<file path="src/rtl/regfile_8x64_if.sv">
//------------------------------------------------------------------------------
// regfile_8x64_if : write port and flat read bus of the 8x64 register file
// Revision: 1.0
//------------------------------------------------------------------------------
`default_nettype none

interface regfile_8x64_if #(
   parameter int DW = 64,
   parameter int AW = 3
);
   localparam int N = 2 ** AW;

   logic              we;
   logic [AW-1:0]     s;
   logic [DW-1:0]     d;
   logic [N*DW-1:0]   q;

   modport master (output we, output s, output d, input q);
   modport slave  (input we, input s, input d, output q);
endinterface

`default_nettype wire

</file>
<file path="src/rtl/regfile_8x64.sv">
//------------------------------------------------------------------------------
// regfile_8x64 : 8 x 64-bit write-enable register file, all registers on q
// Revision: 1.0
//------------------------------------------------------------------------------
`default_nettype none

module regfile_8x64_reg #(
   parameter int DW = 64
) (
   input  wire logic          clk,
   input  wire logic          rst,
   input  wire logic          clr,
   input  wire logic          ld,
   input  wire logic [DW-1:0] d,
   output logic      [DW-1:0] q
);
   logic [DW-1:0] r_q;

   always_ff @(posedge clk) begin
      if (rst) begin
         r_q <= '0;
      end else if (clr) begin
         r_q <= '0;
      end else if (ld) begin
         r_q <= d;
      end
   end

   assign q = r_q;
endmodule

module regfile_8x64 #(
   parameter int DW = 64,
   parameter int AW = 3
) (
   input  wire logic       clk,
   input  wire logic       rst_b,
   regfile_8x64_if.slave   bus
);
   localparam int N = 2 ** AW;

   logic [N-1:0]    w_ld;
   logic [N*DW-1:0] w_q;

   // Each register gets its own decoded strobe; register 0 sits at the top of q.
   for (genvar i = 0; i < N; i++) begin : g_reg
      assign w_ld[i] = bus.we && (bus.s == AW'(i));

      regfile_8x64_reg #(
         .DW  (DW)
      ) u_reg (
         .clk (clk),
         .rst (rst_b),
         .clr (1'b0),
         .ld  (w_ld[i]),
         .d   (bus.d),
         .q   (w_q[N*DW-1-i*DW -: DW])
      );
   end

   assign bus.q = w_q;
endmodule

`default_nettype wire

</file>
<file path="src/flat_wrapper.sv">
// flat-port wrapper written by rule: the top's interface ports become plain ports
module regfile_8x64_flat 
#(
   parameter int DW = 64,
   parameter int AW = 3
)
  (clk, rst_b, bus_we, bus_s, bus_d, bus_q);
  regfile_8x64_if #(.DW(DW), .AW(AW)) bus_i ();
  input  wire logic clk;
  input  wire logic rst_b;
  input wire logic [$bits(bus_i.we)-1:0] bus_we;
  input wire logic [$bits(bus_i.s)-1:0] bus_s;
  input wire logic [$bits(bus_i.d)-1:0] bus_d;
  output wire logic [$bits(bus_i.q)-1:0] bus_q;
  assign bus_i.we = bus_we;
  assign bus_i.s = bus_s;
  assign bus_i.d = bus_d;
  assign bus_q = bus_i.q;
  regfile_8x64 #(.DW(DW), .AW(AW)) u_core (.clk(clk), .rst_b(rst_b), .bus(bus_i));
endmodule
</file>
<file path="config.mk">
export PLATFORM = sky130hd
export DESIGN_NAME = regfile_8x64_flat
export DESIGN_NICKNAME = d
export VERILOG_FILES = /design/src/rtl/regfile_8x64_if.sv /design/src/rtl/regfile_8x64.sv /design/src/flat_wrapper.sv
export SDC_FILE = /design/constraint.sdc
export NUM_CORES = 1
export LEC_CHECK = 0
export ABC_CLOCK_PERIOD_IN_PS = 1570
export BUFFER_PORTS_ARGS = -buffer_cell sky130_fd_sc_hd__buf_2
export CELL_PAD_IN_SITES_DETAIL_PLACEMENT = 1
export CELL_PAD_IN_SITES_GLOBAL_PLACEMENT = 1
export CORE_AREA = 2 2 228 230
export DETAILED_ROUTE_END_ITERATION = 7
export DIE_AREA = 0 0 230 232
export MAX_ROUTING_LAYER = met4
export PLACE_DENSITY_LB_ADDON = 0.1
export SYNTH_ARGS = -nofsm -noshare
export SYNTH_HDL_FRONTEND = slang
export SYNTH_HIERARCHICAL = 1
export SYNTH_SLANG_ARGS = --single-unit
</file>
<file path="constraint.sdc">
create_clock -name clk -period 1.57 [get_ports clk]
set_input_delay 0 -clock clk [delete_from_list [all_inputs] [get_ports clk]]
set_output_delay 0 -clock clk [all_outputs]
set_load 0.01 [all_outputs]
</file>
Word level (Yosys, flattened, before mapping)

Cells that the tools add are included.

Logic and storage cells: 24
Register bits after elaboration: 512

Equality and inequality tests: 7
Reductions and logical operators: 9

Operator list:

| kind                 | count |
|---|---|
| $eq A3 B3 Y1 const B | 4 |
| $logic_and A1 B1 Y1  | 8 |
| $eq A3 B2 Y1 const B | 2 |
| $eq A3 B1 Y1 const B | 1 |
| $logic_not A3 Y1     | 1 |

Longest topological paths before layout

Word-level depth: 2
Gate-level depth with buffers: 5

Cells and area by module

The synthesis kept the hierarchy.

By module, submodules not included:

| module           | sequential area each (um^2) | area an instance (um^2) | times used | cells an instance |
|---|---|---|---|---|
| regfile_8x64_reg | 1,281.2                     | 2,348.5                 | 8          | 207 |
| regfile_8x64     | 0.0                         | 100.1                   | 1          | 9 |

Worst setup path before layout

No wires, ideal clock.

Path type: input port to flip-flop
From: in bus_s[1]
To: reg u_core.g_reg[0].u_reg.r_q[10]
Path buffers: 2
Arrival: 0.863 ns
Data required time: 1.456 ns
Setup time: 0.114 ns
Stages on the path: 5
Setup slack: 0.593 ns
Cell sequence: nor4b_2 > buf_6 > buf_8 > mux2i_1 > nor2_1

Word-level cells in the longest chain between the ends: 2

Ends and longest elaborated chain:

| item                 | line               | text |
|---|---|---|
| start, declared      | flat_wrapper.sv:12 | `input wire logic [$bits(bus_i.s)-1:0] bus_s;` |
| $logic_not A3 Y1     | regfile_8x64.sv:47 | `assign w_ld[i] = bus.we && (bus.s == AW'(i));` |
| $logic_and A1 B1 Y1  | regfile_8x64.sv:47 |  |
| end signal, assigned | regfile_8x64.sv:21 | `r_q <= '0;` |
| end signal, assigned | regfile_8x64.sv:23 | `r_q <= '0;` |
| end signal, assigned | regfile_8x64.sv:25 | `r_q <= d;` |
| end, declared        | regfile_8x64.sv:17 | `logic [DW-1:0] r_q;` |

Every way passes these cells.
A chain may end at the register's enable or synchronous reset.

Worst setup path after layout

From: reg u_core.g_reg[6].u_reg.r_q[29]
To: out bus_q[93]

RTL lines:

| item                   | line               | text |
|---|---|---|
| start, declared        | regfile_8x64.sv:17 |  |
| start signal, assigned | regfile_8x64.sv:21 |  |
| start signal, assigned | regfile_8x64.sv:23 |  |
| start signal, assigned | regfile_8x64.sv:25 |  |
| end, declared          | flat_wrapper.sv:14 | `output wire logic [$bits(bus_i.q)-1:0] bus_q;` |

No word-level cell between the ends.

==> flow_summary.json <==
{
  "final.min_clock_period_ps": 1162,
  "nNetsFinal": 2367,
  "design.die.area_sq_um": 53360,
  "worst_pin_slew_ps": 986.4,
  "syn_to_final_growth_pct": 28.53,
  "vias": 14330,
  "grt_overflow": 0,
  "cts_max_path_buffers": 3,
  "wl_microns": 67990,
  "crit_end": "bus_q[93]",
  "grt_use_met2_pct": 42.59,
  "gp_congestion": 0.8138,
  "max_stage_delay_ps": 380,
  "clock_latency_ps": 600,
  "ctsResizeCount": 0,
  "r2r-end": "u_core/g_reg[2].u_reg/q[56]",
  "worstSetupPathDepth": 1,
  "power_leakage_nw": 10.08,
  "crit_family": "flip-flops",
  "pwr_density_cell_nw_per_um2": 1161,
  "drive_above_1_share_pct": 30.70,
  "synthesis.area_sq_um": 18890,
  "avgSynthCellArea_sq_um": 11.34,
  "rrSetupSlack_ps": 890,
  "final_util_pct": 47.71,
  "numCtsBuffers": 55,
  "crit_chain": "buf_2",
  "skew_ps": 0,
  "hp-class": "input port to register",
  "ys_warn_count": 6,
  "fmax_ghz": 0.8604,
  "critPathBufInv": 1,
  "die_h_microns": 232,
  "critPathCaptureType": "output pin",
  "std_cell_rows": 83,
  "max-vdd-ir-drop_uv": 799.8,
  "post-route-period-util_pct": 74.03,
  "slew_viol_final": 0,
  "finalSetupTns_ps": 0,
  "crit_type": "register to output pin",
  "num_antenna_cells": 0,
  "grt_start_max_net_pins": 65,
  "grt_usage_pct": 25.34,
  "cts.htree.levels": 2,
  "drc": 0,
  "placed_cell_area_sq_um": 21750,
  "fin_total_pwr_mw": 28.20,
  "status": "complete, no violations",
  "crit_required_ps": 1570,
  "rsz0062_at_grt": "false",
  "initial_core_util_pct": 37.12,
  "use_met3_pct": 7.011,
  "antenna_found_initial": 0,
  "clk_pin_slew_worst_paths_ps": 60,
  "io_pins": 582,
  "cts.sinks": 512,
  "synth_cell_types": 11,
  "drt_iter0_markers": 535,
  "viasPerCell": 4.742,
  "worstSetupStartpointType": "register",
  "synth_cells": 1665,
  "cts_tree": "yes",
  "synth-seq-area-share_pct": 54.27,
  "grt-busiest-layer": "met2",
  "coreArea_sq_um": 50890,
  "drtAntennaViolNets": 0,
  "relSlewSlack_pct": 34.24,
  "clockRootBuffer": "clkbuf_16",
  "dp_hpwl_microns": 47210,
  "worstPathArrival_ps": 1160,
  "use_met1_pct": 28.89,
  "r2r-start": "u_core/g_reg[2].u_reg/q[56]",
  "die_x_microns": 230,
  "drv_cap": 0,
  "hold_buffers": 64,
  "fin_area_sq_um": 24280,
  "cp_max_fo": 2,
  "ys_ff_latch": 512,
  "critPathSlowestCell": "dfxtp_1",
  "post_cts_buffers": 0,
  "grt_pass1_wl_microns": 98430,
  "drtPass1Iterations": 5,
  "crit_start": "u_core/g_reg[6].u_reg/q[29]",
  "wl_per_cell_microns": 22.50,
  "setup_viol": 0,
  "grt_pass1_vias": 14900,
  "hold_viol": 0,
  "largest_reg_flops": 512,
  "io_buffers": 581,
  "r2r_cells": 2
}
## layout make-up
cell class | instances | area, sq um
Clock buffer | 92 | 1758
Clock inverter | 10 | 125.1
Fill cell | 5710 | 26610
Multi-Input combinational cell | 1048 | 7257
Sequential cell | 512 | 10250
Tap cell | 680 | 850.8
Timing Repair Buffer | 680 | 4036
## synthesized netlist by cell type
cell type,n,area (sq um)
and4bb_2,3,37.54
and4b_2,3,33.78
nor2_1,512,1922
nor4b_2,1,15.01
mux2i_1,512,5125
buf_6,64,720.7
conb_1,1,3.750
or2_1,8,50.05
dfxtp_1,512,10250
and4_2,1,10.01
buf_8,48,720.7
## worst reg2reg max path, stage by stage (launching register included)
cell     delay [ps]
dfxtp_1         320
mux2i_1         170
nor2_1           50
## layer usage
metal / wire [microns] / part of all wire, %
met1: 27840 / 41
met2: 33400 / 49
met3: 4306 / 6.3
met4: 2445 / 3.6
met5: 0 / 0
## per-stage QoR
step / worst slack (ps) / cells / hold slack, ps
after detailed placement: 139.6 / 2856 / 377.9
after global routing: 345.8 / 3022 / 72.04
after CTS: 383.2 / 3022 / 40.32
after global placement: 183.9 / 2856 / 378.6
after floorplan: 592.7 / 1672 / 147.2
final: 407.7 / 3022 / 69.50
## report_power, final
group	internal, mW	switching, mW
Combinational	0.602	1.07
Clock	8.06	5.31
Sequential	13.1	0.0547
Total	21.8	6.43
## worst min-delay path by stage
| stage | start | to | slack [ps] | cells past startpoint |
|---|---|---|---|---|
| after CTS | bus_we | u_core/g_reg[6].u_reg/q[14] | 40 | 4 |
| after global routing | bus_we | u_core/g_reg[6].u_reg/q[14] | 70 | 4 |
| after detailed placement | bus_d[0] | u_core/g_reg[1].u_reg/q[0] | 380 | 3 |
| after floorplan | bus_d[10] | u_core/g_reg[0].u_reg/q[10] | 150 | 2 |
| after global placement | bus_d[0] | u_core/g_reg[7].u_reg/q[0] | 380 | 3 |
| final | rst_b | u_core/g_reg[6].u_reg/q[63] | 70 | 4 |
## cell families after synthesis
group,after synthesis,synth area share (%)
buffers and inverters,112,7.631
flip-flops,512,54.27
multiplexers,512,27.13
AND/OR/NAND/NOR,528,10.95
other,1,0.01985
## placed cells by master (no fill, tap or decap), drive strengths merged
| master | instances |
|---|---|
| nor2 | 512 |
| dfxtp | 512 |
| bufinv | 3 |
| dlygate4sd3 | 64 |
| conb | 8 |
| clkinv | 7 |
| nor4b | 1 |
| clkbuf | 92 |
| and4 | 1 |
| and4b | 3 |
| buf | 616 |
| mux2i | 512 |
| or2 | 8 |
| and4bb | 3 |
No activity file was read; power rests on OpenSTA's default activity.
